$ cat src/rtl/ifmap_release_ctrl.sv
// Gathers per-group PE completions into rounds, counts rounds up to a per-layer
// threshold and issues held ifmap-buffer release requests; reports layer end.
module ifmap_release_ctrl #(
  parameter int NUM_GROUPS = 4,
  parameter int CNT_W      = 5,
  parameter int BUF_W      = 8
) (
  input  logic                  clk,
  input  logic                  rst_n,
  input  logic                  start,
  input  logic [CNT_W-1:0]      cfg_rounds,
  input  logic [BUF_W-1:0]      cfg_bufs,
  input  logic [NUM_GROUPS-1:0] complete,
  input  logic                  free_ack,
  output logic                  free_ifmap_buffer,
  output logic                  layer_done,
  output logic                  busy,
  output logic [1:0]            err
);

  typedef enum logic [1:0] {
    IDLE,
    RUN,
    WAIT_LAST
  } state_e;

  state_e                state_q;
  logic [NUM_GROUPS-1:0] flags_q;
  logic [NUM_GROUPS-1:0] flags_d;
  logic [CNT_W-1:0]      round_cnt_q;
  logic [CNT_W-1:0]      round_cnt_d;
  logic [CNT_W-1:0]      cfg_rounds_q;
  logic [BUF_W-1:0]      buf_cnt_q;
  logic [BUF_W-1:0]      buf_cnt_d;
  logic [BUF_W-1:0]      cfg_bufs_q;
  logic                  req_q;
  logic                  done_q;
  logic                  busy_q;
  logic [1:0]            err_q;

  logic round_close;
  logic thr_hit;
  logic ack;
  logic cfg_ok;
  logic dup;

  always_comb begin
    flags_d     = flags_q | complete;
    dup         = |(flags_q & complete);
    round_close = &flags_d;
    round_cnt_d = round_cnt_q + CNT_W'(1);
    buf_cnt_d   = buf_cnt_q + BUF_W'(1);
    thr_hit     = round_close && (round_cnt_d == cfg_rounds_q);
    ack         = req_q && free_ack;
    cfg_ok      = start && (cfg_rounds != '0) && (cfg_bufs != '0);
  end

  always_ff @(posedge clk or negedge rst_n) begin
    if (!rst_n) begin
      state_q      <= IDLE;
      flags_q      <= '0;
      round_cnt_q  <= '0;
      cfg_rounds_q <= '0;
      buf_cnt_q    <= '0;
      cfg_bufs_q   <= '0;
      req_q        <= 1'b0;
      done_q       <= 1'b0;
      busy_q       <= 1'b0;
      err_q        <= '0;
    end else begin
      done_q <= 1'b0;
      unique case (state_q)
        IDLE: begin
          if (cfg_ok) begin
            state_q      <= RUN;
            cfg_rounds_q <= cfg_rounds;
            cfg_bufs_q   <= cfg_bufs;
            flags_q      <= '0;
            round_cnt_q  <= '0;
            buf_cnt_q    <= '0;
            err_q        <= '0;
            busy_q       <= 1'b1;
          end
        end
        RUN: begin
          if (dup) err_q[1] <= 1'b1;
          flags_q <= round_close ? '0 : flags_d;
          if (thr_hit) begin
            // A new release merges with a pending one; only flag it when
            // the pending one is not being acknowledged this same cycle.
            round_cnt_q <= '0;
            buf_cnt_q   <= buf_cnt_d;
            req_q       <= 1'b1;
            if (req_q && !free_ack) err_q[0] <= 1'b1;
            if (buf_cnt_d == cfg_bufs_q) state_q <= WAIT_LAST;
          end else begin
            if (round_close) round_cnt_q <= round_cnt_d;
            if (ack) req_q <= 1'b0;
          end
        end
        WAIT_LAST: begin
          if (ack) begin
            req_q   <= 1'b0;
            done_q  <= 1'b1;
            busy_q  <= 1'b0;
            state_q <= IDLE;
          end
        end
        default: state_q <= IDLE;
      endcase
    end
  end

  assign free_ifmap_buffer = req_q;
  assign layer_done        = done_q;
  assign busy              = busy_q;
  assign err               = err_q;

endmodule

$ cat config.mk
export PLATFORM = sky130hd
export DESIGN_NAME = ifmap_release_ctrl
export DESIGN_NICKNAME = d
export VERILOG_FILES = /design/src/rtl/ifmap_release_ctrl.sv
export SDC_FILE = /design/constraint.sdc
export NUM_CORES = 1
export LEC_CHECK = 0
export CAP_MARGIN = 20
export CORE_UTILIZATION = 52
export CTS_CLUSTER_DIAMETER = 30
export DETAILED_ROUTE_END_ITERATION = 12
export GPL_ROUTABILITY_DRIVEN = 0
export PLACE_DENSITY = 0.72
export SLEW_MARGIN = 20
export SYNTH_ARGS = -nofsm -noshare
export SYNTH_HDL_FRONTEND = slang
export SYNTH_SLANG_ARGS = --single-unit
$ cat constraint.sdc
create_clock -name clk -period 2.4 [get_ports clk]
set_input_delay 0.24 -clock clk [delete_from_list [all_inputs] [get_ports clk]]
set_output_delay 0.24 -clock clk [all_outputs]
set_load 0.005 [all_outputs]
Yosys cells after proc, flatten, opt, wreduce, memory -nomap -nowiden:

Index checks and enable logic that the tools add are counted.

* bits in registers: 37
* bits in latches: 0
* bits in writable memories: 0
* memory bits (read-only): 0
* input port bits: 21
* output and inout port bits: 5
* logic and storage cells: 76
* memories: 0

* add/sub/neg operators: 2
* multiply operators: 0
* divide/modulo/power cells: 0
* $lt $le $gt $ge: 0
* eq/ne operators: 11
* shifts and indexed selects: 0
* mux-type cells: 28
* bitwise operators: 2
* reduce and logical (&&, ||, !) cells: 22

Operators by type and width (number)
* $mux 8: 2
* $pmux 8 s2: 1
* $mux 5: 3
* $ne 2x2->1 const B: 6
* $reduce_and 3->1: 4
* $reduce_and 4->1: 3
* $mux 2: 5
* $pmux 5 s2: 1
* $mux 1: 9
* $add 8x1->8 const B: 1
* $eq 8x8->1: 1
* $mux 4: 2
* $pmux 4 s2: 1
* $reduce_bool 8->1: 1
* $pmux 2 s3: 1
* $reduce_bool 2->1: 3
* $add 5x1->5 const B: 1
* $eq 5x5->1: 1
* $logic_and 1x1->1: 5
* $reduce_bool 5->1: 1
* $and 4x4->4: 1
* $or 4x4->4: 1
* $pmux 1 s2: 2
* $pmux 2 s2: 1
* 7 further kinds: 8

Depth between registers and ports, before layout:

Gate-level depths: netlist of run 1.

* depth after elaboration: 5
* mapped depth: 8
* mapped depth without buffers: 8

Worst setup path before layout of run 1:

Ideal clock, no wire load.

* path type: register to register
* start point: reg round_cnt_q[0]
* end point: reg buf_cnt_q[7]
* setup time: 121 ps
* arrival time: 1963 ps
* required time: 2279 ps
* slack: 316 ps
* stages on the path, launching flop included: 9
* path buffers: 1
* period minus slack after synthesis: 2084 ps
* cells stage by stage: dfrtp_1 -> ha_1 -> xor3_1 -> nor3_1 -> nand4bb_1 -> buf_4 -> nor3_1 -> mux2_1 -> a22o_1

* longest elaborated chain between the ends: 5

Ends and longest elaborated chain
* start: declaration: line 30 `logic [CNT_W-1:0] round_cnt_q;`
* start signal: assignment: line 97 `if (round_close) round_cnt_q <= round_cnt_d;`
* $add 5x1->5: line 51 `round_cnt_d = round_cnt_q + CNT_W'(1);`
* $eq 5x5->1: line 53 `thr_hit = round_close && (round_cnt_d == cfg_rounds_q);`
* $logic_and 1x1->1: line 53
* $ne 2x2->1 (no line)
* $reduce_and 3->1 (no line)
* end signal: assignment: line 92 `buf_cnt_q <= buf_cnt_d;`
* end: declaration: line 33 `logic [BUF_W-1:0] buf_cnt_q;`

Every way passes these cells.
A chain may end at the register's enable or synchronous reset.

Final worst setup path of run 1:

* start point: reg round_cnt_q[0]
* end point: reg buf_cnt_q[6]

Same word-level chain as after synthesis.

==> results.toml, run 1 <==
[timing]
drv_slew = 0
fin_skew_ns = 0.00586
tightest_slew_ns = 0.532
rsz0062_at_grt = "no"
fin_tns_setup_ns = 0
setup_ws_ns = 0.175
finalSetupViolations = 0
clock.fmax_mhz = 450
fin_crit_sh_pct = 92.7
period_minus_slack_ns = 2.22
max_slew_margin_pct = 64.5
hold_viol = 0

[outcome]
status = "completed"

[die]
pin_count = 26
die_width_um = 65.9
core_area_sq_um = 3800
start_util_pct = 55.9
num_rows = 22
die-height_um = 65.9
dieArea_sq_um = 4350

[clocking]
cts_setup_buffers = 0
clkSinkCount = 37
clock_latency_ns = 0.29
htree_num_levels = 2
clk_path_buf_depth = 2
cts_root_buffer = "clkbuf_8"
cts_tree = "yes"
cts_made_buffers = 5
cts.clk_slew.worst_paths_ns = 0.07
cts_hold_buf = 0

[synthesis]
avgSynthCellArea_sq_um = 10.2
synth_cells = 209
synth_ff_type = "dfrtp_1"
async_flop_share_pct = 100
yosysSeqAreaShare_pct = 43.6
synth_cell_types = 46
yosys_warnings = 0
synth_enable_flop_cells = 0
syn-num-nets = 235
netlist_area_sq_um = 2120
ys_ff_latch = 37

[critical_path]
cpPeakStageDelay_ns = 0.44
critical_path_class = "register to register"
worst-path-buf-inv = 1
cp-end-kind = "register"
required_ns = 2.58
start_kind = "register"
reg2reg_depth = 8
cp_slowest_cell = "dfrtp_1"
critical_path.max_fanout = 9
crit_family = "compound AO/OA/AOI/OAI gates"
cp.depth = 8
crit_chain = "ha_2, xor3_1, nor3_1, nand4bb_1, buf_4, o31ai_2, o41ai_2, a22o_1"
arrival_ns = 2.40

[route]
drt_iter0_drc = 126
via_per_inst = 5.82
dr.pass1.iters = 4
ant_nets = 0
drt_wl_total_mm = 4.28
wl_per_cell_um = 14.8
dr_total_vias = 1682
drc_errors = 0

[power]
power.share.switching_pct = 36.9
power.density_nw_per_um2 = 981
p_switching_mw = 0.925
ir_drop_mv = 0.573
p_int_mw = 1.58
p_leak_nw = 1.10
power_frac_comb_pct = 43.7
seqPwrFrac_pct = 39.8
clkPwrFrac_pct = 16.5

[finish]
nFillCells = 289
multiInputGateArea_sq_um = 1140
nets = 266
fin_area_sq_um = 2550
seq_area_sq_um = 926
layout-drive-gt1-share_pct = 14.9
area_growth_pct = 20.3
diodes = 0

[global_routing]
grt_usage_pct = 22.8
antenna_found_initial = 0
grt_pass1_vias = 1663
overflow = 0
grt_pass1_wl_mm = 7.57
grt_max_degree = 38

[place]
placed_area_sq_um = 2460
dp_hpwl_mm = 3.20
place_ws_ns = -0.112
portBuffers = 25

[job]
max_cap_violations = 0

[min_path]
hp-class = "input port to asynchronous set/reset pin"
==> power by group through the flow <==
stage	Combinational, mW	Sequential, mW	Clock [mW]
after floorplan	0.782	0.962	0
after global placement	1.05	0.991	0
after detailed placement	1.09	1.01	0
after CTS	1.09	0.999	0.422
after global routing	1.22	1.03	0.449
final	1.10	0.998	0.414
==> flip-flops by register name (all words and copies together) (netlist names) <==
| register | count |
|---|---|
| cfg_rounds_q | 5 |
| free_ifmap_buffer | 1 |
| round_cnt_q | 5 |
| busy | 1 |
| buf_cnt_q | 8 |
| cfg_bufs_q | 8 |
| layer_done | 1 |
| state_q | 2 |
| err | 2 |
| flags_q | 4 |
==> placed cells by master, fill, tap and decap left out, types with 4 or more instances in the layout <==
cell,netlist,routed
a21oi_1,9,9
a22o_1,8,8
buf_4,1,6
clkbuf_8,0,5
clkdlybuf4s50_1,0,25
dfrtp_1,37,37
ha_1,5,4
inv_1,7,7
mux2_2,13,13
nand2_1,14,14
nand3_1,6,6
nor2_1,14,14
nor3_1,8,7
o21ai_0,7,7
o21ai_1,11,11
o31ai_1,4,4
xnor2_1,5,5
xor2_1,9,9
==> layout make-up <==
cell class / instances / area share [%]
clock buffer: 6 / 2.84
clock inverter: 2 / 0.392
inverter: 7 / 1.03
multi-input combinational: 157 / 44.8
sequential: 37 / 36.2
tap: 48 / 2.35
timing repair buffer: 32 / 12.3
==> synthesized netlist by cell type (2+ instances only) <==
master	count	area, sq um
nor2_1	14	52.6
a31oi_1	3	18.8
or3_1	3	18.8
a22oi_1	2	15.0
o31ai_1	4	30.0
nor2b_1	2	12.5
a21oi_1	9	45.0
o21ai_0	7	35.0
and3_1	2	12.5
a22o_1	8	70.1
nor3_1	8	40.0
nand3_1	6	30.0
ha_1	5	62.6
nand2_1	14	52.6
o22ai_1	2	12.5
xor2_1	9	78.8
o21ai_1	11	55.1
a21boi_0	2	15.0
o31ai_2	2	25.0
dfrtp_1	37	926
nor4b_1	2	17.5
nand2b_1	2	12.5
nor3b_1	2	15.0
mux2_2	13	146
nor4_1	2	12.5
clkbuf_1	6	22.5
xnor2_1	5	43.8
inv_1	7	26.3
mux2i_1	3	30.0
==> worst paths after layout <==
kind / slack [ns] / startpoint / endpoint
min in group clk: 0.52 / err[1] / err[1]
setup / recovery: 0.18 / round_cnt_q[0] / buf_cnt_q[6]
setup reg to reg: 0.18 / round_cnt_q[0] / buf_cnt_q[6]
hold / removal: 0.37 / rst_n / flags_q[1]
max in group asynchronous: 1.70 / rst_n / cfg_bufs_q[1]
hold reg to reg: 0.52 / err[1] / err[1]
==> metrics by stage <==
step	instances	utilization, %	hold slack (ns)	total power, mW
after floorplan	209	-	-0.0556	1.74
after global placement	281	64.9	0.476	2.04
after detailed placement	281	64.9	0.505	2.10
after CTS	289	67.1	0.394	2.51
after global routing	289	67.3	0.441	2.69
final	289	67.3	0.374	2.51
==> metal layers <==
layer	routed length [um]	vias up	track usage, %
met5	0	-	0
met4	57	0	8.97
met3	178	7	4.48
met2	1950	50	35.5
met1	2090	794	30.9
li1	-	831	-
==> repair_timing <==
item,CTS,global route
endpoints found under the hold margin,0,0
resized for setup,0,2
setup endpoints to repair,0,2
==> logic make-up (layout without fill, tap and decap cells) <==
family	count (synthesis)	in the layout	share of synthesized area (%)
fa+ha+maj	5	5	2.94
compound gates	57	57	18.3
simple gates	63	63	16.6
mux	17	17	8.83
flops	37	37	43.6
buf+inv	15	47	2.89
xor+xnor	15	15	6.89
Power figures use the tool's default switching activity.
==> inputs of run 2 (changes only) <==
Settings changed: CORE_MARGIN set to 5, RECOVER_POWER set to 50.
==> results.toml, run 2 (synthesized netlist as in run 1, its figures left out) <==
[outcome]
status = "finished with violations"
failed_checks = "capacitance limit, slew limit"

[timing]
setup_ws_ns = 0.155
drv_slew = 38
fin_crit_sh_pct = 93.5
hold_viol = 0
max_slew_margin_pct = -36.0
period_minus_slack_ns = 2.24
clock.fmax_mhz = 446
rsz0062_at_grt = "no"
fin_skew_ns = 0.0101
tightest_slew_ns = 2.04
hold_ws_ns = 0.515
fin_tns_setup_ns = 0
finalSetupViolations = 0

[power]
p_leak_nw = 1.11
ir_drop_mv = 0.509
power.density_nw_per_um2 = 1040
fin_total_pwr_mw = 2.65

[finish]
fin_util_pct = 64.5
layout-drive-gt1-share_pct = 14.2
final_cell_mix = "dfrtp_1 (37), clkdlybuf4s50_1 (23), nor2_1 (14), nand2_1 (14), mux2_2 (13)"
largestRegisters = "buf_cnt_q x8, cfg_bufs_q x8"
fin_area_sq_um = 2560
fin_cells = 290
diodes = 0
nFillCells = 329
final_common_cell = "dfrtp_1"
area_growth_pct = 20.6
nets = 265

[route]
drc_errors = 0
ant_nets = 0
wl_per_cell_um = 15.9
via_per_inst = 5.87
dr.pass1.iters = 6
dr_total_vias = 1703
drt_wl_total_mm = 4.62
drt_iter0_drc = 102

[clocking]
cts_root_buffer = "clkbuf_8"
htree_num_levels = 2
clkSinkCount = 37
cts.repair.resized = 0
cts.clk_slew.worst_paths_ns = 0.08
clock_latency_ns = 0.30
cts_setup_buffers = 0
cts_hold_buf = 0
cts_made_buffers = 5
clk_path_buf_depth = 2
cts_tree = "yes"

[critical_path]
critical_path.max_fanout = 9
cpPeakStageDelay_ns = 0.51
critical_path_class = "input port to register"
crit_chain = "clkdlybuf4s50_1, nor4_1, a221oi_1, nor2_1, nand3b_4, o31ai_1, a22o_1"
reg2reg_depth = 7
cp_slowest_cell = "nor4_1"
cp-end-kind = "register"
arrival_ns = 2.43
start_kind = "input port"
rrSetupSlack_ns = 0.16
required_ns = 2.59

[global_routing]
grt_max_degree = 38
overflow = 0
grt_pass1_wl_mm = 7.77
antenna_found_initial = 0
grt_usage_pct = 18.8
grt_pass1_vias = 1640

[place]
portBuffers = 25
placed_area_sq_um = 2440
place_ws_ns = -0.211
placed_cells = 282
dp_hpwl_mm = 3.36

[min_path]
hp-class = "input port to asynchronous set/reset pin"

[die]
die_width_um = 73.9
die-height_um = 73.9
pin_count = 26
start_util_pct = 53.5
num_rows = 23
dieArea_sq_um = 5460
core_area_sq_um = 3970

[job]
max_cap_violations = 1
[run 2: worst paths after layout]
path | start | endpoint
worst max-delay path | cfg_bufs[5] | buf_cnt_q[4]
worst min-delay path | rst_n | round_cnt_q[1]
worst max register to register | round_cnt_q[0] | state_q[0]
worst min register to register | err[1] | err[1]
max in group asynchronous | rst_n | round_cnt_q[4]
min in group clk | err[1] | err[1]
[run 2: worst max-delay path: cells and delay by family]
| family | cells | cell delay, ns |
|---|---|---|
| AOI/OAI and AO/OA | 3 | 0.51 |
| buffers and inverters | 1 | 0.42 |
| and+or+nand+nor | 3 | 1.24 |
[run 2: power breakdown]
| group | switching (mW) | internal [mW] |
|---|---|---|
| Combinational | 0.530 | 0.543 |
| Sequential | 0.177 | 0.822 |
| Clock | 0.244 | 0.338 |
| Total | 0.951 | 1.70 |
[run 2: area by class of cell]
| class | count | area [sq um] | area share, % |
|---|---|---|---|
| Clock buffer | 6 | 82.6 | 3.22 |
| Clock inverter | 2 | 37.5 | 1.47 |
| Inverter | 7 | 26.3 | 1.03 |
| Multi-Input combinational cell | 157 | 1140 | 44.4 |
| Sequential cell | 37 | 926 | 36.2 |
| Tap cell | 50 | 62.6 | 2.44 |
| Timing Repair Buffer | 31 | 289 | 11.3 |
[run 2: metal layers]
layer | routed length [um] | track usage (%) | part of all wire, %
met1 | 2140 | 25.7 | 46
met2 | 2230 | 29.3 | 48
met3 | 168 | 4.38 | 3.6
met4 | 73 | 6.24 | 1.6
met5 | 0 | 0 | 0
==> variant 1: new RTL, settings of run 2 <==
Set the parameter `BUF_W` to 10 (it was 8).
--- a/src/rtl/ifmap_release_ctrl.sv
+++ b/src/rtl/ifmap_release_ctrl.sv
@@ -3,7 +3,7 @@
 module ifmap_release_ctrl #(
   parameter int NUM_GROUPS = 4,
   parameter int CNT_W      = 5,
-  parameter int BUF_W      = 8
+  parameter int BUF_W      = 10
 ) (
   input  logic                  clk,
   input  logic                  rst_n,
Interface: changed (resized cfg_bufs); port bits go from 26 to 28. No check against the original RTL was run, so the function may have changed too.
==> variant 1 against run 2 <==
The flow still finishes with violations (capacitance limit, slew limit). Design area rose by 16%. Power rose by 5.8%. Routed wire length rose by 12%. Clock skew fell by 0.00066 ns. Sequential cell count rose by 4. Synthesized area rose by 8.8%. Setup slack got worse by 0.093 ns. Core utilization rose by 4.3 points.
==> variant 1: results (changes against run 2) <==
- The critical-path maximum fanout was 8 (was 9).
- The placed instance area is 0.00281 mm2 (was 0.00244 mm2).
- Violations in the final reports: capacitance limit, slew limit (unchanged).
- The worst-case vdd ir drop is 0.534 mV (was 0.509 mV).
- The global-route wire length before repair is 8420 um (was 7770 um).
- The first element of the critical path is round_cnt_q[1] (was cfg_bufs[5]).
- The worst hold path class was register to register (was input pin to asynchronous set/reset pin).
- The depth of the most critical reg-to-reg path is 8 (was 7).
- The total via count after detailed routing is 1892 (was 1703).
- Top area cells in the synthesized netlist: dfrtp_1, mux2_2, xnor2_1 (was dfrtp_1, mux2_2, xor2_1).
- The starting DRC count in detailed routing was 140 (was 102).
- The count of maximum capacitance violations is 1 (unchanged).
- The net load switching power is 0.991 mW (was 0.951 mW).
- The total global-route track usage is 17.5% (was 18.8%).
- The part of the Yosys area used for sequential elements came to 44.4% (was 43.6%).
- The post-detailed-route via-to-cell ratio is 5.73 (was 5.87).
- The number of filler instances in the final layout is 362 (was 329).
- The total wirelength of the detailed-routed design was 5160 um (was 4620 um).
- Regs by FF count: buf_cnt_q: 10 flops, cfg_bufs_q: 10 flops (was buf_cnt_q: 8 flops, cfg_bufs_q: 8 flops).
- The placed cell count is 321 (was 282).
- The number of I/O port buffers is 27 (was 25).
- The standard cell with the maximum stage delay on the critical path is or4_4 (was nor4_1).
- The end point of the critical path is buf_cnt_q[5] (was buf_cnt_q[4]).
- The number of detailed-routing iterations run before antenna repair is 4 (was 6).
- The maximum number of pins on one net before global-route repair is 42 (was 38).
- The number of nets in the layout is 305 (was 265).
- Status: complete, but fails checks (unchanged).
- The fraction of final layout cells sized beyond drive strength 1 came to 25.5% (was 14.2%).
- The arrival time at the worst endpoint was 2.56 ns (was 2.43 ns).
- The leakage power total came to 1.25 nW (was 1.11 nW).
- The final-report max-slew violation count is 42 (was 38).
- The number of nets in the synthesized netlist came to 249 (was 235).
- The worst clock skew is 0.00945 ns (was 0.0101 ns).
[variant 1: timing repair]
action / CTS / global route
setup buffers: 1 / 0
setup endpoints to repair: 4 / 10
resized for setup: 0 / 13
pin swaps: 1 / 7
[variant 1: worst min path at each step]
stage	start	end	slack, ns	cells past startpoint
finish	err[0]	err[0]	0.50	1
global placement	rst_n	layer_done	0.44	1
CTS	rst_n	flags_q[0]	0.11	1
global route	err[0]	err[0]	0.54	1
floorplan	rst_n	buf_cnt_q[0]	-0.06	0
detailed placement	rst_n	flags_q[0]	0.43	1
[variant 1: power groups by stage]
stage               logic [mW]  registers (mW)  clock network [mW]
finish                    1.29            1.08               0.442
global placement          1.18            1.07                   0
CTS                       1.21            1.07               0.455
floorplan                0.817            1.04                   0
global route              1.42            1.10               0.481
detailed placement        1.21            1.08                   0
[variant 1: per-stage QoR]
stage,setup WS [ns],hold WS (ns)
6_report,0.0625,0.496
5_1_grt,-0.0439,0.542
4_1_cts,-0.00982,0.109
3_5_place_dp,-0.259,0.434
3_3_place_gp,-0.200,0.436
2_1_floorplan,0.0435,-0.0556
[variant 1: cell type report]
type | count | area share [%]
clock buffer | 8 | 2.69
multi-input combinational | 166 | 43.6
sequential | 41 | 34.5
tap | 52 | 2.19
timing repair buffer | 54 | 15.8
inverter | 9 | 1.14
[variant 1: logic make-up after synthesis]
logic type,count (synthesis),share of synthesized area [%]
AND/OR/NAND/NOR,67,14.7
AO/OA/AOI/OAI,45,14.8
flip-flops,41,44.4
XOR/XNOR,25,9.47
multiplexers,24,11.3
buffers and inverters,14,2.65
adder cells (fa/ha/maj),5,2.71
[variant 1: routing by layer]
| layer | routed length, um | track usage [%] |
|---|---|---|
| met5 | 0 | 0 |
| met3 | 268 | 3.28 |
| met4 | 63 | 7.34 |
| met2 | 2390 | 26.4 |
| met1 | 2440 | 24.6 |
==> variant 2: new RTL, flow settings as in run 2 <==
Made on the original files. Encoding of `state_e`: now one-hot (3 bits for 3 states).
--- a/src/rtl/ifmap_release_ctrl.sv
+++ b/src/rtl/ifmap_release_ctrl.sv
@@ -18,10 +18,10 @@
   output logic [1:0]            err
 );
 
-  typedef enum logic [1:0] {
-    IDLE,
-    RUN,
-    WAIT_LAST
+  typedef enum logic [2:0] {
+    IDLE      = 3'b001,
+    RUN       = 3'b010,
+    WAIT_LAST = 3'b100
   } state_e;
 
   state_e                state_q;
Behaviour: same outputs for any inputs over 10 cycles, from zero or initial values and one cycle with rst_n low; not proved beyond that.
==> variant 2 against run 2 <==
First-iteration DRC count grew 37%. Worst hold slack got worse by 0.022 ns. Combinational power is 16% lower. Design area is 0.20% higher. Core utilization shrank 0.34 points. Power is 13% lower. Sequential cell count increased by 1. Sequential power is 3.5% lower. Routed wire length is 0.56% higher. Clock skew shrank 0.0059 ns. The run still ends with capacitance limit, slew limit left. Setup slack lost 0.052 ns. Synthesized area is 1.6% higher.
==> variant 2: results (changes against run 2) <==
- Status: complete, but fails checks (unchanged).
- Violations in the final reports: capacitance limit, slew limit (unchanged).
- The placed instance area came to 0.00246 mm2 (was 0.00244 mm2).
- The proportion of synthesized flip-flops having asynchronous set or reset was 100% (unchanged).
- The detailed placer's ending HPWL came to 3400 um (was 3360 um).
- The fraction of final layout cells sized beyond drive strength 1 is 13.7% (was 14.2%).
- The global-route wire length before repair was 8000 um (was 7770 um).
- The count of distinct cell types in the synthesized netlist was 52 (was 46).
- Top area cells in the synthesized netlist: dfrtp_1, nand2_1, a21oi_1 (was dfrtp_1, mux2_2, xor2_1).
- The placed cell count is 312 (was 282).
- The total inserted antenna cells is 0 (unchanged).
- The global-route met2 utilization is 27.3% (was 29.3%).
- The buffer cell driving the clock tree root is clkbuf_8 (unchanged).
- The total global-route track usage is 18.7% (was 18.8%).
- The standard cell with the maximum stage delay on the critical path is or4_4 (was nor4_1).
- The global-route met1 utilization is 27.4% (was 25.7%).
- Regs by FF count: buf_cnt_q: 8 flops, cfg_bufs_q: 8 flops (unchanged).
- The leakage power total is 1.15 nW (was 1.11 nW).
- The initial antenna violation count is 0 (unchanged).
- The critical-path maximum fanout was 13 (was 9).
- The count of maximum capacitance violations is 1 (unchanged).
- The arrival time at the worst endpoint is 2.47 ns (was 2.43 ns).
- The later pin in the worst-skew pair is clocked with a latency of between 0.2 and 0.3 ns.
- The actual transition at the worst max-transition pin is 2.00 ns (was 2.04 ns).
- The worst-case clock buffer depth is 2 (unchanged).
- The part of the Yosys area used for sequential elements is 44.1% (was 43.6%).
- The number of levels in the clock H-tree is 2 (unchanged).
- The number of buffers inserted during clock tree synthesis is 5 (unchanged).
- The via count of the first global-routing pass was 1711 (was 1640).
- The final-report max-slew violation count is 39 (was 38).
- The number of warnings issued by yosys is 0 (unchanged).
- Ranking of synthesized cells by instance count: nand2_1, dfrtp_1, nor2_1 (was dfrtp_1, nand2_1, nor2_1).
- The clock-pin slew reported for the worst setup and hold paths after clock tree synthesis is around 0.07 ns.
- The number of nets in the synthesized netlist is 260 (was 235).
- The average routed wire per standard cell is 14.5 um (was 15.9 um).
- The met3 layer usage reported by global route came to 5.00% (was 4.38%).
- The post-detailed-route via-to-cell ratio is 5.77 (was 5.87).
- The total via count after detailed routing is 1851 (was 1703).
- The worst hold path class is register to register (was input pin to asynchronous set/reset pin).
- The number of detailed-routing iterations run before antenna repair is 4 (was 6).
- The largest stage delay on the critical path is 0.50 ns.
- The starting DRC count in detailed routing is 140 (was 102).
- The number of nets in the layout came to 293 (was 265).
- The maximum number of pins on one net before global-route repair is 39 (was 38).
- The gate count after technology mapping was 237 (was 209).
- The worst clock skew was 0.00420 ns (was 0.0101 ns).
- The worst-case vdd ir drop is 0.479 mV (was 0.509 mV).
==> variant 2: cells by family (layout without fill, tap and decap cells) <==
kind of cell,count (synthesis),after routing,synth area share (%)
xor+xnor,13,13,5.27
fa+ha+maj,2,2,1.16
compound gates,58,58,18.5
simple gates,115,115,27.9
buf+inv,11,45,3.07
flops,38,38,44.1
==> variant 2: path summary, 6_finish.rpt <==
kind	start	endpoint	slack [ns]	depth (start not counted)
min in group asynchronous	rst_n	cfg_bufs_q[6]	0.50	1
setup reg to reg	round_cnt_q[0]	buf_cnt_q[6]	0.10	7
hold reg to reg	err[1]	err[1]	0.49	1
setup / recovery	round_cnt_q[0]	buf_cnt_q[6]	0.10	7
max in group asynchronous	rst_n	flags_q[0]	0.74	1
hold / removal	err[1]	err[1]	0.49	1
==> variant 2: per-layer routing <==
metal / wire length, um / up-vias
met4: 55 / 0
met5: 0 / -
met3: 360 / 5
li1: - / 918
met1: 2320 / 871
met2: 1900 / 57
==> variant 2: per-stage QoR <==
stage | setup slack, ns | util [%] | TNS (ns)
2_1_floorplan | 0.0672 | - | 0
3_3_place_gp | 0.0336 | 61.6 | 0
3_5_place_dp | -0.0326 | 61.6 | -0.0544
4_1_cts | 0.0641 | 63.9 | 0
5_1_grt | 0.000846 | 64.2 | 0
6_report | 0.104 | 64.2 | 0
==> variant 2: timing repair <==
action / CTS / global route
setup buffers: 0 / 1
hold buffers: 0 / 0
resized for setup: 0 / 1
endpoints found under the setup margin: 0 / 5
==> variant 2: critical path: cells and delay by family (launching register included) <==
family          cells  cell delay [ns]
xor+xnor            1             0.16
flops               1             0.39
simple gates        2             0.80
compound gates      2             0.32
buf+inv             1             0.19
fa+ha+maj           1             0.32
==> variant 2: report_power, final <==
group          internal (mW)  switching (mW)  total [mW]
Sequential             0.820           0.144       0.964
Clock                  0.232           0.220       0.452
Combinational          0.394           0.506       0.900
==> variant 2: layout make-up <==
type,instances,area [um2]
inverter,5,18.8
clock inverter,1,5.00
clock buffer,7,86.3
fill,359,1430
timing repair buffer,32,300
sequential,38,952
multi-input combinational,188,1140
tap,50,62.6
